[src/rtl/ysyx_trap_pkg.sv]
// Shared types and constants for the EXU trap controller.
// YSYX_XLEN sets the datapath width and defaults to 32 when the build does not provide it.
`ifndef YSYX_XLEN
`define YSYX_XLEN 32
`endif

package ysyx_trap_pkg;

    localparam int TRAP_XLEN = `YSYX_XLEN;

    typedef enum logic [1:0] {
        ST_IDLE,
        ST_DRAIN,
        ST_COMMIT,
        ST_REDIRECT
    } trap_state_e;

    typedef enum logic [2:0] {
        EV_NONE,
        EV_IRQ,
        EV_EXC,
        EV_ECALL,
        EV_EBREAK,
        EV_MRET
    } trap_event_e;

    localparam int IRQ_MEI = 11;
    localparam int IRQ_MSI = 3;
    localparam int IRQ_MTI = 7;

    localparam logic [1:0] MTVEC_MODE_VECTORED = 2'b01;

    // Interrupts and synchronous exceptions share the csr_trap path.
    function automatic logic event_is_trap(input trap_event_e kind);
        return (kind == EV_IRQ) || (kind == EV_EXC);
    endfunction

endpackage

[src/rtl/ysyx_irq_prio.sv]
// Fixed-priority machine interrupt select: MEI > MSI > MTI.
// Input is already masked by mie; output cause has the interrupt bit set.
module ysyx_irq_prio
    import ysyx_trap_pkg::*;
#(
    parameter int XLEN = TRAP_XLEN
) (
    input  logic [XLEN-1:0] pend_en,
    output logic            take,
    output logic [XLEN-1:0] cause
);

    logic unused_pend;

    assign unused_pend = ^pend_en;

    always_comb begin
        take  = 1'b0;
        cause = '0;
        if (pend_en[IRQ_MEI]) begin
            take  = 1'b1;
            cause = {1'b1, (XLEN-1)'(IRQ_MEI)};
        end else if (pend_en[IRQ_MSI]) begin
            take  = 1'b1;
            cause = {1'b1, (XLEN-1)'(IRQ_MSI)};
        end else if (pend_en[IRQ_MTI]) begin
            take  = 1'b1;
            cause = {1'b1, (XLEN-1)'(IRQ_MTI)};
        end
    end

endmodule

[src/rtl/ysyx_exu_trap_ctrl.sv]
// Sequences interrupts, exceptions, ecall/ebreak/mret into one CSR update and one fetch redirect.
// Define YSYX_TRAP_VECTORED_EN to send interrupts to base + 4*cause when mtvec.MODE is vectored.
//
// state    | meaning
// IDLE     | watch the commit slot, pick at most one event
// DRAIN    | pipeline flushed, waiting on the store buffer (bounded by DRAIN_MAX)
// COMMIT   | one-cycle CSR update strobe
// REDIRECT | one-cycle fetch redirect, then back to IDLE
module ysyx_exu_trap_ctrl
    import ysyx_trap_pkg::*;
#(
    parameter int XLEN      = TRAP_XLEN,
    parameter int DRAIN_MAX = 255
) (
    input  logic            clock,
    input  logic            reset,
    input  logic            cmt_valid,
    input  logic [XLEN-1:0] cmt_pc,
    input  logic            cmt_ecall,
    input  logic            cmt_ebreak,
    input  logic            cmt_mret,
    input  logic            cmt_exc,
    input  logic [XLEN-1:0] cmt_cause,
    input  logic [XLEN-1:0] cmt_tval,
    output logic            cmt_ready,
    input  logic            irq_meip,
    input  logic            irq_msip,
    input  logic            irq_mtip,
    input  logic [XLEN-1:0] csr_mie,
    input  logic            csr_mstatus_mie,
    input  logic [XLEN-1:0] csr_mtvec,
    input  logic [XLEN-1:0] csr_mepc,
    input  logic            sb_empty,
    output logic            csr_valid,
    output logic            csr_ecall,
    output logic            csr_ebreak,
    output logic            csr_mret,
    output logic            csr_trap,
    output logic [XLEN-1:0] csr_pc,
    output logic [XLEN-1:0] csr_cause,
    output logic [XLEN-1:0] csr_tval,
    output logic            flush,
    output logic            redirect_valid,
    output logic [XLEN-1:0] redirect_pc,
    output logic            busy,
    output logic            drain_timeout
);

    localparam int               CNT_W    = $clog2(DRAIN_MAX + 1);
    localparam logic [CNT_W-1:0] CNT_LAST = CNT_W'(DRAIN_MAX);
    localparam logic [CNT_W-1:0] CNT_WARN = CNT_W'(DRAIN_MAX - 1);

    trap_state_e      state;
    trap_event_e      ev_kind;
    logic [XLEN-1:0]  ev_pc;
    logic [XLEN-1:0]  ev_cause;
    logic [XLEN-1:0]  ev_tval;
    logic [CNT_W-1:0] drain_cnt;

    logic [XLEN-1:0]  irq_pend;
    logic [XLEN-1:0]  irq_cause;
    logic             irq_hit;
    logic             irq_take;
    trap_event_e      nxt_kind;
    logic [XLEN-1:0]  nxt_cause;
    logic [XLEN-1:0]  nxt_tval;
    logic [XLEN-1:0]  trap_base;
    logic [XLEN-1:0]  target;
    logic             unused_mtvec_mode;

    always_comb begin
        irq_pend          = '0;
        irq_pend[IRQ_MEI] = irq_meip;
        irq_pend[IRQ_MSI] = irq_msip;
        irq_pend[IRQ_MTI] = irq_mtip;
    end

    ysyx_irq_prio #(
        .XLEN (XLEN)
    ) u_irq_prio (
        .pend_en (irq_pend & csr_mie),
        .take    (irq_hit),
        .cause   (irq_cause)
    );

    assign irq_take = csr_mstatus_mie & irq_hit;

    always_comb begin
        nxt_kind  = EV_NONE;
        nxt_cause = '0;
        nxt_tval  = '0;
        if (irq_take) begin
            nxt_kind  = EV_IRQ;
            nxt_cause = irq_cause;
        end else if (cmt_exc) begin
            nxt_kind  = EV_EXC;
            nxt_cause = cmt_cause;
            nxt_tval  = cmt_tval;
        end else if (cmt_ebreak) begin
            nxt_kind  = EV_EBREAK;
        end else if (cmt_ecall) begin
            nxt_kind  = EV_ECALL;
        end else if (cmt_mret) begin
            nxt_kind  = EV_MRET;
        end
    end

    // Consumption is decided in the same cycle the instruction sits in the slot; an interrupt leaves it unretired.
    assign cmt_ready = !reset && (state == ST_IDLE) && cmt_valid && !irq_take;
    assign busy      = (state != ST_IDLE);
    assign csr_pc    = ev_pc;
    assign csr_cause = ev_cause;
    assign csr_tval  = ev_tval;

    always_ff @(posedge clock) begin
        if (reset) begin
            state          <= ST_IDLE;
            ev_kind        <= EV_NONE;
            ev_pc          <= '0;
            ev_cause       <= '0;
            ev_tval        <= '0;
            drain_cnt      <= '0;
            flush          <= 1'b0;
            csr_valid      <= 1'b0;
            csr_trap       <= 1'b0;
            csr_ecall      <= 1'b0;
            csr_ebreak     <= 1'b0;
            csr_mret       <= 1'b0;
            redirect_valid <= 1'b0;
            drain_timeout  <= 1'b0;
        end else begin
            flush          <= 1'b0;
            csr_valid      <= 1'b0;
            csr_trap       <= 1'b0;
            csr_ecall      <= 1'b0;
            csr_ebreak     <= 1'b0;
            csr_mret       <= 1'b0;
            redirect_valid <= 1'b0;
            drain_timeout  <= 1'b0;
            unique case (state)
                ST_IDLE: begin
                    if (cmt_valid && (nxt_kind != EV_NONE)) begin
                        ev_kind   <= nxt_kind;
                        ev_pc     <= cmt_pc;
                        ev_cause  <= nxt_cause;
                        ev_tval   <= nxt_tval;
                        drain_cnt <= '0;
                        flush     <= 1'b1;
                        state     <= ST_DRAIN;
                    end
                end
                ST_DRAIN: begin
                    if (sb_empty || (drain_cnt == CNT_LAST)) begin
                        csr_valid  <= 1'b1;
                        csr_trap   <= event_is_trap(ev_kind);
                        csr_ecall  <= (ev_kind == EV_ECALL);
                        csr_ebreak <= (ev_kind == EV_EBREAK);
                        csr_mret   <= (ev_kind == EV_MRET);
                        state      <= ST_COMMIT;
                    end else begin
                        drain_cnt <= drain_cnt + 1'b1;
                        // Raise the pulse so it lines up with the last DRAIN cycle, when the count hits its limit.
                        if (drain_cnt == CNT_WARN) begin
                            drain_timeout <= 1'b1;
                        end
                    end
                end
                ST_COMMIT: begin
                    redirect_valid <= 1'b1;
                    state          <= ST_REDIRECT;
                end
                ST_REDIRECT: begin
                    state <= ST_IDLE;
                end
                default: state <= ST_IDLE;
            endcase
        end
    end

    assign unused_mtvec_mode = (csr_mtvec[1:0] == MTVEC_MODE_VECTORED);
    assign trap_base         = {csr_mtvec[XLEN-1:2], 2'b00};

    // Target reads the live CSRs in REDIRECT so the COMMIT-cycle write is already visible.
    always_comb begin
        target = trap_base;
        if (ev_kind == EV_MRET) begin
            target = csr_mepc;
`ifdef YSYX_TRAP_VECTORED_EN
        end else if ((ev_kind == EV_IRQ) && (csr_mtvec[1:0] == MTVEC_MODE_VECTORED)) begin
            target = trap_base + {ev_cause[XLEN-3:0], 2'b00};
`endif
        end
        redirect_pc = redirect_valid ? target : '0;
    end

endmodule

[config.mk]
export PLATFORM = sky130hd
export DESIGN_NAME = ysyx_exu_trap_ctrl
export DESIGN_NICKNAME = d
export VERILOG_FILES = /design/src/rtl/ysyx_trap_pkg.sv /design/src/rtl/ysyx_irq_prio.sv /design/src/rtl/ysyx_exu_trap_ctrl.sv
export SDC_FILE = /design/constraint.sdc
export NUM_CORES = 1
export LEC_CHECK = 0
export ABC_AREA = 1
export CORE_ASPECT_RATIO = 0.5
export CORE_MARGIN = 10
export CORE_UTILIZATION = 37
export DETAILED_ROUTE_END_ITERATION = 8
export GPL_TIMING_DRIVEN = 0
export PLACE_DENSITY_LB_ADDON = 0.3
export SETUP_SLACK_MARGIN = 0.05
export SYNTH_ARGS = -nofsm -noshare
export SYNTH_HDL_FRONTEND = slang
export SYNTH_SLANG_ARGS = --single-unit
[constraint.sdc]
create_clock -name clock -period 1.9 [get_ports clock]
set_input_delay 0.38 -clock clock [delete_from_list [all_inputs] [get_ports clock]]
set_output_delay 0.38 -clock clock [all_outputs]
set_load 0.05 [all_outputs]
==> out/metrics.yaml, run 1 <==
run_status:
  outcome: "finished, violations left"
  violations: "setup timing"
global_routing:
  grt.total_usage_pct: 23.3
  grt_first_pass_wirelength_mm: 37.6
  overflow: 0
  grt_pass1_vias: 6696
  grt_start_max_net_pins: 17
  antenna_found_initial: 0
floorplanning:
  die_w_um: 191
  fp.coreArea_um2: 14400
  num_io_pins: 342
  start_util_pct: 37.5
  die_h_um: 105
  rows: 31
  dieArea_um2: 20100
timing:
  setup_slack_ns: -0.293
  rsz0062_at_grt: "yes"
  tightest_slew_ns: 0.573
  hold_viol: 0
  fin_crit_ns: 2.19
  period_share_pct: 115
  skew_ns: 0.0111
  relSlewSlack_pct: 62.0
  max_freq_mhz: 456
  slew_viol_final: 0
  setup_viol_count_final: 32
synth:
  synth_cell_types: 22
  syn_area_um2: 5400
  synth-edff-count: 0
  seq_area_frac_synth_pct: 43.4
  yosysMostFrequentCell: "nand2_1"
  avgSynthCellArea_um2: 6.56
  ys_top_cells_by_count: "nand2_1, nor2_1, dfxtp_1, a21oi_1, inv_1"
  syn_inst: 823
  yosysTopAreaCellShare_pct: 43.4
  syn-num-nets: 1033
  synth.largest_area_cell: "dfxtp_1"
  ys_seq_elements: 117
  yosys_warnings: 0
  postSynth.asyncResetShare_pct: 0
  synth_flop_cell: "dfxtp_1"
  synth_top_cells_by_area: "dfxtp_1, nand2_1, a21oi_1"
layout:
  layout-drive-gt1-share_pct: 19.3
  layout.nets: 1376
  area_growth_pct: 89.7
  fin_util_pct: 71.2
  fin_cells: 1377
  n_antenna_cell: 0
  final_cell_area_um2: 10200
worst_setup_path:
  worstPathRequired_ns: 1.52
  crit_path_end_kind: "output pin"
  cp-start-kind: "register"
  critPathKind: "reg -> out"
  cp.arrival_ns: 1.81
  reg2reg_from: "drain_cnt[1]"
  crit_fanout: 7
  slowest_stage: "dfxtp_2"
  path_cells: "inv_2 > nor3_4 > buf_12 > inv_8 > clkbuf_16 > nor2_4 > nor2_4 > buf_8"
  setup.worst_path.start: "ev_kind[0]"
  r2r_setup_slack_ns: 0.24
  cpMostUsedCell: "nor2_4"
  crit_path_max_incr_delay_ns: 0.33
worst_hold_path:
  hold_start: "cmt_exc"
  worstHoldPathType: "in -> reg"
clocking:
  cts_sinks: 117
  numCtsBuffers: 17
  path_clk_slew_ns: 0.06
  cts_tree: "done"
  hold_buffers: 0
  cts_root_buffer: "clkbuf_16"
  htree_levels: 4
  clk_latency_ns: 0.41
  clock_path_buffers: 2
power_and_ir_drop:
  p_leak_uw: 0.00458
  p_per_area_nw_per_um2: 1090
  vdd_drop_max_uv: 630
detailed_routing:
  first_pass_iters: 5
  via_count: 6556
  drc: 0
  drt_wl_total_mm: 24.7
  first_iter_violations: 330
  postRouteAntennaNets: 0
  via_per_inst: 4.76
  avgRoutedWirePerCell_um: 17.9
place:
  gp_congestion: 0.818
  numPortBuffers: 308
  place_area_um2: 8980
  hpwlAfterDp_mm: 17.3
  dp.cells: 1329
flow_run:
  maxCapViolations: 0
## worst max-delay path: cells and delay by family, from the launching register on
kind,cells,cell delay [ns]
buf+inv,5,0.60
flops,1,0.33
simple gates,3,0.45
## worst paths after layout
kind | to | depth (start not counted)
max | redirect_pc[28] | 8
min | csr_cause[0] | 5
max reg2reg | drain_cnt[7] | 9
min reg2reg | csr_tval[7] | 2
## metal layers
layer / share of wire [%] / wire, um / global-route usage (%) / up-vias
met2: 51 / 12600 / 42.0 / 220
met3: 6.7 / 1660 / 6.38 / 57
li1: - / - / - / 3235
met1: 38 / 9400 / 25.1 / 3044
met5: 0 / 0 / 0 / -
met4: 4.1 / 1010 / 10.9 / 0
## kinds of logic after synthesis
logic type	share of synthesized area (%)
DFF	43.4
AOI/OAI and AO/OA	13.7
buffers and inverters	11.4
and+or+nand+nor	30.2
adders and majority gates	1.39
## final cells by class
cell class	count	area [um2]
Buffer	51	434
Clock buffer	18	439
Clock inverter	14	153
Fill cell	1152	4150
Inverter	84	323
Multi-Input combinational cell	570	3040
Sequential cell	117	2350
Tap cell	198	248
Timing Repair Buffer	325	3260
## cells in the final DEF (no fill, tap or decap), types with 18 or more instances in the layout
master and n:
a21oi_1 111, buf_4 18, buf_8 28, clkbuf_16 23
clkdlybuf4s50_1 164, dfxtp_1 112, dlygate4sd2_1 110, inv_1 78
nand2_1 236, nand3_1 19, nor2_1 77, nor2_4 61
## registers in the layout, indices dropped and copies added (netlist names)
signal          cells
drain_timeout       1
csr_ebreak          1
csr_cause          32
csr_ecall           1
state               2
csr_mret            1
ev_kind             3
csr_tval           32
redirect_valid      1
csr_pc             32
flush               1
csr_trap            1
drain_cnt           8
csr_valid           1
## what timing repair did
action	in CTS	in global routing
pin swaps	20	17
gates resized for setup	515	33
endpoints found under the setup margin	149	58
buffers inserted	7	6
gates cloned	4	0
## report_power, final
group	switching [uW]	internal, uW
clock	1230	1980
sequential	198	2800
combinational	3240	1770
total	4660	6540
## stage by stage
step,TNS [ns],setup slack (ns),total power [uW],hold WS (ns)
detailed placement,-59.15,-1.15,7650,0.453
global route,-7.87,-0.344,11800,0.403
global placement,-54.85,-1.11,7580,0.449
floorplan,0,0.0585,6020,0.422
CTS,-4.63,-0.164,11000,0.358
finish,-6.15,-0.293,11200,0.374
No activity file was read; power rests on OpenSTA's default activity.
==> run 2, diff against run 1 <==
--- a/config.mk
+++ b/config.mk
@@ -8,8 +8,9 @@
 export ABC_AREA = 1
 export CORE_ASPECT_RATIO = 0.5
 export CORE_MARGIN = 10
-export CORE_UTILIZATION = 37
+export CORE_UTILIZATION = 33
 export DETAILED_ROUTE_END_ITERATION = 8
+export GPL_ROUTABILITY_DRIVEN = 0
 export GPL_TIMING_DRIVEN = 0
 export PLACE_DENSITY_LB_ADDON = 0.3
 export SETUP_SLACK_MARGIN = 0.05
==> constraint.sdc (replaced) <==
create_clock -name clock -period 1.8 [get_ports clock]
set_input_delay 0.36 -clock clock [delete_from_list [all_inputs] [get_ports clock]]
set_output_delay 0.36 -clock clock [all_outputs]
set_load 0.05 [all_outputs]
==> run 2 against run 1 <==
Compared with the run above:
- utilization fell by 5.0 points
- highest routed layer unchanged
- largest cell class unchanged
- critical path type unchanged
- sequential power increased by 6%
- the flow still finishes with violations (setup timing)
- cell count grew 2.7%
- first-iteration DRC count fell by 14%
==> out/metrics.yaml, run 2 (synthesized netlist as in run 1, its figures left out) <==
layout:
  mostFrequentLayoutCells: "nand2_1, clkdlybuf4s50_1, a21oi_1, dfxtp_1, dlygate4sd2_1"  # was nand2_1, clkdlybuf4s50_1, dfxtp_1
  final_cell_area_um2: 10400  # was 10,200 um2
  area_growth_pct: 92.9  # was 89.7%
  fill_cells: 1288  # was 1,152
  layout_commonest_cell: "nand2_1"  # unchanged
  layout.nets: 1389  # was 1,376
  layout-drive-gt1-share_pct: 19.8  # was 19.3%
clocking:
  cts_tree: "done"  # unchanged
  cts_sinks: 117  # unchanged
  clock_path_buffers: 2  # unchanged
  htree_levels: 4  # unchanged
  path_clk_slew_ns: 0.06  # about the same
  clk_latency_ns: 0.40  # was 0.41 ns
  numCtsBuffers: 17  # unchanged
  hold_buffers: 0  # unchanged
  cts_root_buffer: "clkbuf_16"  # unchanged
floorplanning:
  num_io_pins: 342  # unchanged
  die_h_um: 110  # was 105 um
  rows: 32  # was 31
  die_w_um: 201  # was 191 um
  fp.coreArea_um2: 15700  # was 14,400 um2
  start_util_pct: 34.3  # was 37.5%
  dieArea_um2: 22200  # was 20,100 um2
detailed_routing:
  postRouteAntennaNets: 0  # unchanged
  drt_wl_total_mm: 24.5  # was 24.7 mm
  first_pass_iters: 5  # unchanged
  via_count: 6644  # was 6,556
  first_iter_violations: 283  # was 330
  avgRoutedWirePerCell_um: 17.4  # was 17.9 um
  via_per_inst: 4.70  # was 4.76
  drc: 0  # unchanged
timing:
  max_freq_mhz: 485
  relSlewSlack_pct: 60.9  # was 62.0%
  tightest_slew_ns: 0.586  # was 0.573 ns
  period_share_pct: 114
  setup_slack_ns: -0.261  # was -0.293 ns
  setup_viol_count_final: 32  # unchanged
  totalNegativeSetupSlack_ns: -7.26  # was -6.15 ns
  fin_crit_ns: 2.06
  hold_viol: 0  # unchanged
  skew_ns: 0.00850  # was 0.0111 ns
  rsz0062_at_grt: "yes"  # unchanged
  slew_viol_final: 0  # unchanged
global_routing:
  grt_first_pass_wirelength_mm: 37.4  # was 37.6 mm
  grt_start_max_net_pins: 17  # unchanged
  grt_pass1_vias: 6492  # was 6,696
  overflow: 0  # unchanged
  grt.total_usage_pct: 21.0  # was 23.3%
  antenna_found_initial: 1  # was 0
power_and_ir_drop:
  vdd_drop_max_uv: 615  # was 630 uV
  total_power_uw: 12000  # was 11,200 uW
  p_per_area_nw_per_um2: 1150  # was 1090 nW/um2
  p_leak_uw: 0.00467  # was 0.00458 uW
flow_run:
  maxCapViolations: 0  # unchanged
run_status:
  outcome: "finished, violations left"  # unchanged
  violations: "setup timing"  # unchanged
worst_setup_path:
  cp_top_family: "buffers and inverters"  # unchanged
  slowest_stage: "dfxtp_2"  # unchanged
  path_cells: "inv_2 > nor3_4 > buf_12 > clkbuf_16 > o21ai_1 > nor2_4 > buf_8"  # was inv_2 > nor3_4 > buf_12 > inv_8 > clkbuf_16 > nor2_4 > nor2_4 > buf_8
  setup.worst_path.start: "ev_kind[0]"  # unchanged
  worstPathRequired_ns: 1.44  # was 1.52 ns
  crit_fanout: 10  # was 7
  reg2reg_from: "state[1]"  # was drain_cnt[1]
  worst-path-buf-inv: 4  # was 5
  critPathKind: "reg -> out"  # unchanged
  crit_path_end_kind: "output pin"  # unchanged
  cp.arrival_ns: 1.70  # was 1.81 ns
  crit_path_max_incr_delay_ns: 0.33  # about the same
  cp-start-kind: "register"  # unchanged
place:
  hpwlAfterDp_mm: 17.5  # was 17.3 mm
  place_area_um2: 9000  # was 8980 um2
  numPortBuffers: 308  # unchanged
worst_hold_path:
  worstHoldPathType: "in -> reg"  # unchanged
  hold_start: "cmt_exc"  # unchanged
-- run 2: stage by stage --
step	hold WS (ns)	utilization, %	setup WS (ns)	cells
2_1_floorplan	0.422	-	-0.0182	823
3_3_place_gp	0.435	57.2	-1.18	1352
3_5_place_dp	0.446	57.2	-1.20	1352
5_1_grt	0.409	66.2	-0.333	1414
4_1_cts	0.364	65.3	-0.238	1411
6_report	0.374	66.2	-0.261	1414
-- run 2: power breakdown --
part	switching (uW)	leakage [uW]	internal (uW)	total [uW]
clock	1200	0.000299	2270	3470
combinational	3420	0.00342	1920	5340
sequential	210	0.000955	2960	3170
total	4830	0.00467	7150	12000
-- run 2: final timing paths --
path                                        to  slack [ns]  cells after the start
worst min register to register       csr_ecall        0.44                      1
worst max register to register    drain_cnt[1]        0.16                      9
worst max-delay path            redirect_pc[7]       -0.26                      7
worst min-delay path              csr_cause[0]        0.37                      5
-- run 2: repair_timing --
action	in CTS	in global routing
resized for setup	523	39
buffers inserted	23	3
endpoints found under the setup margin	161	66
gates cloned	4	0
pin swaps	14	13
-- run 2: worst register-to-register path, cell delays in order (launching register included) --
cell	delay (ns)
dfxtp_2	0.33
inv_2	0.08
buf_4	0.12
ha_1	0.25
nor2_1	0.07
a21oi_1	0.19
buf_2	0.27
nand3_1	0.12
nand2_1	0.08
nor2_1	0.04
-- run 2: area by class of cell --
type / instances / area (um2) / share of cell area (%)
Buffer: 51 / 435 / 4.18
Timing Repair Buffer: 338 / 3390 / 32.6
Multi-Input combinational cell: 570 / 3020 / 29.0
Tap cell: 221 / 277 / 2.65
Clock buffer: 22 / 474 / 4.55
Antenna cell: 1 / 2.50 / 0.0240
Clock inverter: 10 / 128 / 1.23
Sequential cell: 117 / 2350 / 22.6
Inverter: 84 / 330 / 3.17
-- run 2: routing by layer --
| metal | part of all wire [%] | vias to the layer above | global-route usage, % |
|---|---|---|---|
| met5 | 0 | - | 0 |
| met4 | 2.9 | 0 | 7.08 |
| met3 | 7.5 | 46 | 7.34 |
| met2 | 52 | 261 | 38.2 |
| met1 | 38 | 3067 | 22.1 |
| li1 | - | 3270 | - |
==> run 3, diff against run 2 <==
--- a/config.mk
+++ b/config.mk
@@ -8,7 +8,7 @@
 export ABC_AREA = 1
 export CORE_ASPECT_RATIO = 0.5
 export CORE_MARGIN = 10
-export CORE_UTILIZATION = 33
+export CORE_UTILIZATION = 37
 export DETAILED_ROUTE_END_ITERATION = 8
 export GPL_ROUTABILITY_DRIVEN = 0
 export GPL_TIMING_DRIVEN = 0
==> constraint.sdc (replaced) <==
create_clock -name clock -period 2.3 [get_ports clock]
set_input_delay 0.46 -clock clock [delete_from_list [all_inputs] [get_ports clock]]
set_output_delay 0.46 -clock clock [all_outputs]
set_load 0.05 [all_outputs]
==> run 3 against run 2 <==
Compared with the run above:
- the flow now finishes without violations
- utilization increased by 0.71 points
- global-route usage decreased by 0.27 points
- non-clock buffer count decreased by 20
- clock skew increased by 0.0029 ns
- largest power group unchanged
==> out/metrics.yaml, run 3 (synthesized netlist as in run 1, its figures left out) <==
run_status:
  outcome: "complete, no violations"  # was finished, violations left
clocking:
  cts_root_buffer: "clkbuf_16"  # unchanged
  clk_latency_ns: 0.41  # was 0.40 ns
  path_clk_slew_ns: 0.05  # was 0.06 ns
  clock_path_buffers: 2  # unchanged
  cts_sinks: 117  # unchanged
  cts_tree: "done"  # unchanged
  hold_buffers: 0  # unchanged
  htree_levels: 4  # unchanged
  numCtsBuffers: 17  # unchanged
layout:
  mostFrequentLayoutCells: "clkdlybuf4s50_1, nand2_1, nor2_1"  # was nand2_1, clkdlybuf4s50_1, a21oi_1, dfxtp_1, dlygate4sd2_1
  n_antenna_cell: 0  # was 1
  fill_cells: 1229  # was 1,288
  fin_cells: 1369  # was 1,414
  layout.nets: 1369  # was 1,389
  layout-drive-gt1-share_pct: 12.2  # was 19.8%
  layout_commonest_cell: "clkdlybuf4s50_1"  # was nand2_1
  area_growth_pct: 78.3  # was 92.9%
power_and_ir_drop:
  vdd_drop_max_uv: 564  # was 615 uV
  p_per_area_nw_per_um2: 942  # was 1150 nW/um2
  total_power_uw: 9070  # was 12,000 uW
  p_leak_uw: 0.00399  # was 0.00467 uW
worst_setup_path:
  cp.arrival_ns: 1.77  # was 1.70 ns
  setup.worst_path.start: "ev_kind[2]"  # was ev_kind[0]
  reg2reg_from: "drain_cnt[0]"  # was state[1]
  crit_path_end_kind: "output pin"  # unchanged
  worstPathRequired_ns: 1.84  # was 1.44 ns
  crit_fanout: 5  # was 10
  critPathKind: "reg -> out"  # unchanged
  cp-start-kind: "register"  # unchanged
global_routing:
  grt_first_pass_wirelength_mm: 33.6  # was 37.4 mm
  antenna_found_initial: 0  # was 1
  grt_start_max_net_pins: 17  # unchanged
  grt_pass1_vias: 6239  # was 6,492
  overflow: 0  # unchanged
  grt.total_usage_pct: 20.7  # was 21.0%
detailed_routing:
  drt_wl_total_mm: 22.2  # was 24.5 mm
  first_iter_violations: 219  # was 283
  postRouteAntennaNets: 0  # unchanged
  via_per_inst: 4.69  # was 4.70
  first_pass_iters: 5  # unchanged
  drc: 0  # unchanged
  avgRoutedWirePerCell_um: 16.2  # was 17.4 um
  via_count: 6422  # was 6,644
timing:
  setup_viol_count_final: 0  # was 32
  fin_crit_ns: 2.23
  rsz0062_at_grt: "yes"  # unchanged
  hold_viol: 0  # unchanged
  tightest_slew_ns: 0.576  # was 0.586 ns
  period_share_pct: 97.0
  slew_viol_final: 0  # unchanged
  relSlewSlack_pct: 61.6  # was 60.9%
  skew_ns: 0.0114  # was 0.00850 ns
  holdWs_ns: 0.456  # was 0.374 ns
  max_freq_mhz: 448
place:
  dp.cells: 1329  # was 1,352
  numPortBuffers: 308  # unchanged
  hpwlAfterDp_mm: 17.0  # was 17.5 mm
floorplanning:
  fp.coreArea_um2: 14400  # was 15,700 um2
  rows: 31  # was 32
  die_h_um: 105  # was 110 um
  num_io_pins: 342  # unchanged
  dieArea_um2: 20100  # was 22,200 um2
  start_util_pct: 37.5  # was 34.3%
  die_w_um: 191  # was 201 um
worst_hold_path:
  worstHoldPathType: "in -> reg"  # unchanged
  hold_start: "cmt_exc"  # unchanged
flow_run:
  maxCapViolations: 0  # unchanged
==> run 3: changes by cell type in the layout (fill, tap and decap cells not counted), sizes merged, moves of 2 or more <==
| cell | before | now |
|---|---|---|
| clkdlybuf4s50 | 162 | 274 |
| dlygate4sd2 | 104 | 0 |
| buf | 88 | 74 |
| clkdlybuf4s15 | 7 | 0 |
| clkbuf | 49 | 43 |
| clkinv | 6 | 4 |
==> run 3: layer usage <==
layer  vias up  global-route usage, %  share of wire, %
met1      2954                   22.8                40
met4         0                   5.92               1.6
met3        26                   6.45               7.1
li1       3229                      -                 -
met5         -                      0                 0
met2       213                   37.5                51
==> run 3: through the flow <==
step,setup WS (ns),TNS (ns),cell area [um2],utilization (%)
2_1_floorplan,0.0731,0,5410,-
3_3_place_gp,-0.811,-22.22,8740,60.7
3_5_place_dp,-0.846,-22.14,8740,60.7
4_1_cts,0.0613,0,9350,65.0
5_1_grt,-0.0563,-0.0919,9630,66.9
6_report,0.0684,0,9630,66.9
==> run 3: power by group <==
group          switching, uW  leakage, uW  internal, uW
clock                    931     0.000298          1800
combinational           2470      0.00274          1390
sequential               169     0.000954          2310
==> run 3: timing repair <==
item                       CTS  global route
resized for setup          223            91
pin swaps                    2            15
buffers inserted             3             4
gates cloned                 1             1
setup endpoints to repair   34            35
==> run 3: path summary, 6_finish.rpt <==
| check | depth (start not counted) | slack, ns | end |
|---|---|---|---|
| max | 7 | 0.07 | redirect_pc[7] |
| min | 5 | 0.46 | csr_cause[0] |
| max reg2reg | 9 | 0.55 | drain_cnt[2] |
| min reg2reg | 2 | 0.46 | csr_pc[24] |
==> run 3: layout make-up <==
cell class | count | area [um2] | share of cell area [%]
Timing Repair Buffer | 317 | 3200 | 33.2
Multi-Input combinational cell | 570 | 2540 | 26.4
Sequential cell | 117 | 2350 | 24.4
Clock buffer | 22 | 484 | 5.03
Buffer | 52 | 368 | 3.82
Inverter | 84 | 320 | 3.33
Tap cell | 198 | 248 | 2.57
Clock inverter | 9 | 125 | 1.30
==> run 3: worst max-delay path: stages, from the launching register on <==
cell and delay, ns:
dfxtp_4 0.36, inv_4 0.04, nor3_4 0.24, buf_6 0.17, clkbuf_16 0.14, o21ai_0 0.06
nor2_1 0.16, buf_6 0.19
